`src/rtl/mem_arb_pkg.sv`:
```
// Shared types and constants for the unified-memory arbiter.
package mem_arb_pkg;

   // Width of the fetch starvation counter (saturates at all-ones)
   localparam int WAIT_W = 4;

   // Which requester owns the read data returning next cycle
   typedef enum logic [1:0] {
      OWN_NONE  = 2'd0,
      OWN_INSTR = 2'd1,
      OWN_DATA  = 2'd2
   } owner_e;

endpackage

```
`src/rtl/arb_starve_cnt.sv`:
```
// Fetch starvation counter: counts consecutive cycles a pending fetch is
// denied and raises force_grant once the limit is reached, so the fetch
// port is guaranteed forward progress against a continuous data stream.
module arb_starve_cnt
   import mem_arb_pkg::*;
#(
   parameter int MAX_WAIT = 4
)
(
   input  logic clk,
   input  logic reset,
   input  logic req,
   input  logic gnt,
   output logic force_grant
);

   localparam logic [WAIT_W-1:0] LIMIT = WAIT_W'(MAX_WAIT);
   localparam logic [WAIT_W-1:0] ZERO  = {WAIT_W{1'b0}};
   localparam logic [WAIT_W-1:0] ONE   = {{(WAIT_W-1){1'b0}}, 1'b1};
   localparam logic [WAIT_W-1:0] SAT   = {WAIT_W{1'b1}};

   logic [WAIT_W-1:0] wait_cnt_r;
   logic [WAIT_W-1:0] wait_cnt_next_s;

   // Next count: clear on grant or withdrawn request, else count up to saturation
   always_comb begin
      wait_cnt_next_s = wait_cnt_r;
      if (gnt || !req) begin
         wait_cnt_next_s = ZERO;
      end else if (wait_cnt_r != SAT) begin
         wait_cnt_next_s = wait_cnt_r + ONE;
      end else begin
         wait_cnt_next_s = wait_cnt_r;
      end
   end

   // Counter register, cleared asynchronously by reset
   always_ff @(posedge clk or posedge reset) begin
      if (reset) begin
         wait_cnt_r <= ZERO;
      end else begin
         wait_cnt_r <= wait_cnt_next_s;
      end
   end

   // Force depends only on the registered count, so no combinational loop
   // forms through the grant logic that feeds gnt back in.
   assign force_grant = req && (wait_cnt_r >= LIMIT);

endmodule

```
`src/rtl/mem_arbiter.sv`:
```
// Arbiter sharing one single-port synchronous-read memory between the
// instruction-fetch port and the load/store port. Data has priority,
// fetch is forced through after MAX_WAIT denied cycles, grants are
// same-cycle and read data is steered back one cycle later to the port
// that owned the grant.
module mem_arbiter
   import mem_arb_pkg::*;
#(
   parameter int AW       = 32,
   parameter int DW       = 32,
   parameter int MAX_WAIT = 4
)
(
   input  logic          clk,
   input  logic          reset,
   input  logic          i_req,
   input  logic [AW-1:0] i_addr,
   output logic          i_gnt,
   output logic          i_rvalid,
   output logic [DW-1:0] i_rdata,
   input  logic          d_req,
   input  logic          d_we,
   input  logic [AW-1:0] d_addr,
   input  logic [DW-1:0] d_wdata,
   output logic          d_gnt,
   output logic          d_rvalid,
   output logic [DW-1:0] d_rdata,
   output logic          m_en,
   output logic          m_we,
   output logic [AW-1:0] m_addr,
   output logic [DW-1:0] m_wdata,
   input  logic [DW-1:0] m_rdata
);

   logic   force_s;
   owner_e resp_own_r;
   owner_e resp_own_next_s;

   arb_starve_cnt #(
      .MAX_WAIT (MAX_WAIT)
   ) u_starve (
      .clk         (clk),
      .reset       (reset),
      .req         (i_req),
      .gnt         (i_gnt),
      .force_grant (force_s)
   );

   // Grants are gated by reset so nothing reaches memory while it is held
   assign d_gnt = d_req && !force_s && !reset;
   assign i_gnt = i_req && (!d_req || force_s) && !reset;

   assign m_en    = i_gnt | d_gnt;
   assign m_we    = d_gnt & d_we;
   assign m_addr  = d_gnt ? d_addr : i_addr;
   assign m_wdata = d_wdata;

   // Remember who receives the read data next cycle; stores return nothing
   always_comb begin
      resp_own_next_s = OWN_NONE;
      if (i_gnt) begin
         resp_own_next_s = OWN_INSTR;
      end else if (d_gnt && !d_we) begin
         resp_own_next_s = OWN_DATA;
      end else begin
         resp_own_next_s = OWN_NONE;
      end
   end

   // Owner register; async reset discards any read in flight
   always_ff @(posedge clk or posedge reset) begin
      if (reset) begin
         resp_own_r <= OWN_NONE;
      end else begin
         resp_own_r <= resp_own_next_s;
      end
   end

   // Read data is broadcast; rvalid qualifies which port it belongs to
   assign i_rvalid = (resp_own_r == OWN_INSTR);
   assign d_rvalid = (resp_own_r == OWN_DATA);
   assign i_rdata  = m_rdata;
   assign d_rdata  = m_rdata;

endmodule

```
`config.mk`:
```
export PLATFORM = sky130hd
export DESIGN_NAME = mem_arbiter
export DESIGN_NICKNAME = d
export VERILOG_FILES = /design/src/rtl/mem_arb_pkg.sv /design/src/rtl/arb_starve_cnt.sv /design/src/rtl/mem_arbiter.sv
export SDC_FILE = /design/constraint.sdc
export NUM_CORES = 1
export LEC_CHECK = 0
export BUFFER_PORTS_ARGS = -buffer_cell sky130_fd_sc_hd__buf_2
export CORE_AREA = 5 5 100 102
export DETAILED_ROUTE_END_ITERATION = 6
export DIE_AREA = 0 0 105 107
export PLACE_DENSITY = 0.68
export SETUP_SLACK_MARGIN = 0.02
export SLEW_MARGIN = 5
export SYNTH_ARGS = -nofsm -noshare
export SYNTH_HDL_FRONTEND = slang
export SYNTH_SLANG_ARGS = --single-unit
```
`constraint.sdc`:
```
create_clock -name clk -period 1.6 [get_ports clk]
set_input_delay 0.4 -clock clk [delete_from_list [all_inputs] [get_ports clk]]
set_output_delay 0.4 -clock clk [all_outputs]
set_load 0.005 [all_outputs]
```
==> results by group <==
Timing
  • PnR worst setup slack: -0.382 ns
  • Fmax: 0.504 GHz
  • Slew Limit Fails: 0
  • Final setup viols: 34
  • Max Clock Skew: 0.00167 ns
  • Least-Margin Pin Slew: approximately 0.43 ns
  • Hold Vio Cnt, Final: 0
  • RSZ-0062 raised after global routing: yes
  • Tcrit/Tclk final: 124%
  • Slew HR: between 70% and 80%
  • WHS: between 0.2 and 0.25 ns
  • Min Clock Period, post-route: between 1.5 and 2 ns
  • TNS Setup: -11.95 ns

Worst setup path
  • Element type at the critical path end: primary output
  • Slowest-stage cell, CP: dfrtp_1
  • WS Path Type: flip-flop to primary output
  • Crit start category: flip-flop
  • Critical Path RT: around 1.2 ns
  • Critical-path maximum fanout: 13
  • R2R cell count: 4
  • CP Data Arrival Time: between 1.5 and 2 ns
  • Worst reg2reg setup slack: 0.34 ns
  • Max incr delay on CP: about 0.38 ns
  • Crit-path cells: o21ai_2, nand3_4, buf_12, mux2_4, buf_6

GRT
  • Gr usage total: slightly below 7%
  • Vias in the first global route: ~1100
  • Global-route wire length before repair: roughly 6.2 mm
  • Grt ovf: 0
  • Initial antenna violation count: 0
  • Largest net degree at the start of global routing: 14

Job
  • Max_cap viols: 0

Cells and area
  • Cell Count, Final, Fillers Out: 298
  • Net count, final: around 320
  • Post-route cell area: 0.00172 mm^2
  • Antenna Cells: 0
  • Final core occ: between 10% and 20%
  • Share of cells above drive strength 1: between 80% and 90%
  • Area grow syn2layout: 12.4%

Place
  • Placer Congestion: a little over 0.8
  • Post-DP Area: ~0.0016 mm^2
  • Dpl ws: -0.244 ns
  • IO buf count: approximately 110
  • Placed insts: between 200 and 300
  • Post-DP HPWL: 3.95 mm

Floorplan
  • Initial core utilization: between 10% and 20%
  • # rows: 35
  • I/O pin total: 267
  • DIE WIDTH: around 110 um
  • Die height: approximately 110 um
  • Core Area: 0.00902 mm^2
  • Full die area: around 0.011 mm^2

CTS
  • TritonCTS clock tree: yes
  • Clock transition at path regs: around 0.040 ns
  • CTS Hold Bufs: 0
  • Clock sinks: 6
  • CTS H-tree lvls: 1
  • CTS buffer count: 3
  • Clk buf depth: 2
  • Root Driver: clkbuf_8
  • Worst-Skew Late Latency: between 0.2 and 0.25 ns

Power
  • Power, Total: 0.797 mW
  • Peak VDD IR: 223 uV
  • Pwr Density: roughly 460 mW/mm^2
  • Leakage: 0.970 nW

Drt
  • DRT iter0 DRCs: between 60 and 70
  • Routed vias: 1092
  • Total Wirelength: roughly 4.4 mm
  • Drt first pass iters: 4
  • Remaining antenna violation count after routing: 0
  • Post-route DRC: 0
  • Routed length per instance: roughly 15 um
  • Vias per cell: about 3.7

Synth
  • Xor and xnor fraction of the mapped netlist area: 0.571%
  • Synth Net Count: roughly 300
  • Synth Area in Simple Gates: 6.36%
  • Post-synthesis compound-gate area fraction: ~1.8%
  • Synth Register Bits: 6
  • Post-synthesis sequential area ratio: under 10%
  • Largest family of logic cells by synthesized area: buffers and inverters
  • Syn Inst Count: between 150 and 200
  • Yosys warns: 0
  • Post-synthesis mux area share: between 30% and 40%
  • Syn_area_per_cell: 9.30 um^2
  • Adder-cell area share of the yosys netlist: less than 1%
  • Post-Syn Area: ~0.0015 mm^2
  • Distinct cells, synth: 20

Outcome
  • Status: finished, violations left
  • Failing checks: setup timing

Min path
  • Path category of the worst min-delay check: input port to async pin
placed cells by master (no fill, tap or decap):
cell type   synthesis  final
a211oi_1            1      1
a31oi_1             1      1
buf_12              0      1
buf_2               0     90
buf_4              96      8
buf_6               3     19
clkbuf_8            0      3
clkinvlp_4          0      1
dfrtp_1             6      6
ha_1                1      1
inv_1               3      2
mux2_2              5      5
mux2_4             27     27
mux2i_1             1      1
nand2_1             1      1
nand3_1             2      2
nand3_4             1      1
nor2_1              9      9
nor2b_1             2      2
nor3_1              1      1
nor3b_2             0      1
nor3b_4             0      1
o21ai_0             1      1
o21ai_2             1      1
xnor2_1             1      1
where the power goes:
group	switching [mW]	leakage [nW]	internal (mW)	total (mW)
Clock	0.0609	0.0216	0.161	0.222
Sequential	0.00610	0.0810	0.159	0.166
Combinational	0.142	0.867	0.267	0.409
synthesized netlist by cell type, drive strengths merged:
master | count | area (um^2)
a211oi | 1 | 7.51
a31oi | 1 | 6.26
buf | 99 | 754
dfrtp | 6 | 150
ha | 1 | 12.5
inv | 3 | 11.3
mux2 | 32 | 462
mux2i | 1 | 10.0
nand2 | 1 | 3.75
nand3 | 3 | 27.5
nor2 | 9 | 33.8
nor2b | 2 | 12.5
nor3 | 1 | 5.00
nor3b | 2 | 15.0
o21ai | 2 | 13.8
xnor2 | 1 | 8.76
path summary, 6_finish.rpt:
check / startpoint / end
max: u_starve.wait_cnt_r[3] / m_addr[30]
min: reset / u_starve.wait_cnt_r[3]
max reg2reg: u_starve.wait_cnt_r[3] / u_starve.wait_cnt_r[2]
min reg2reg: u_starve.wait_cnt_r[1] / u_starve.wait_cnt_r[1]
max in group asynchronous: reset / u_starve.wait_cnt_r[0]
min in group clk: d_we / resp_own_r[1]
what timing repair did:
action                                  in CTS  in global routing
pin swaps                                    1                  2
gates resized for setup                     14                  8
buffers inserted                             0                  1
endpoints found under the setup margin      35                 35
logic make-up after synthesis:
logic type | count (synthesis)
AO/OA/AOI/OAI | 4
XOR/XNOR | 1
adder cells (fa/ha/maj) | 1
buffers and inverters | 102
flip-flops | 6
multiplexers | 33
AND/OR/NAND/NOR | 18
area by class of cell:
cell class | count | area (um^2)
fill | 976 | 7300
inverter | 3 | 15.0
timing repair buffer | 118 | 744
clock buffer | 3 | 41.3
tap | 111 | 139
sequential | 6 | 150
multi-input combinational | 57 | 634
critical path, delay by kind of cell (launching register included):
kind	cells	cell delay [ns]
flip-flops	1	0.38
buffers and inverters	2	0.32
multiplexers	1	0.31
AO/OA/AOI/OAI	1	0.18
AND/OR/NAND/NOR	1	0.17
sequential cells by signal, summed over array words and instances, names as in the netlist:
register             count
resp_own_r               2
u_starve.wait_cnt_r      4
metal layers:
layer	GRT usage (%)	wire length (um)	part of all wire (%)	vias to the layer above
met5	0	0	0	-
met4	1.28	38	0.86	0
met3	5.36	800	18	10
met2	12.8	2380	54	116
met1	5.77	1200	27	481
li1	-	-	-	485
Power figures use the tool's default switching activity.
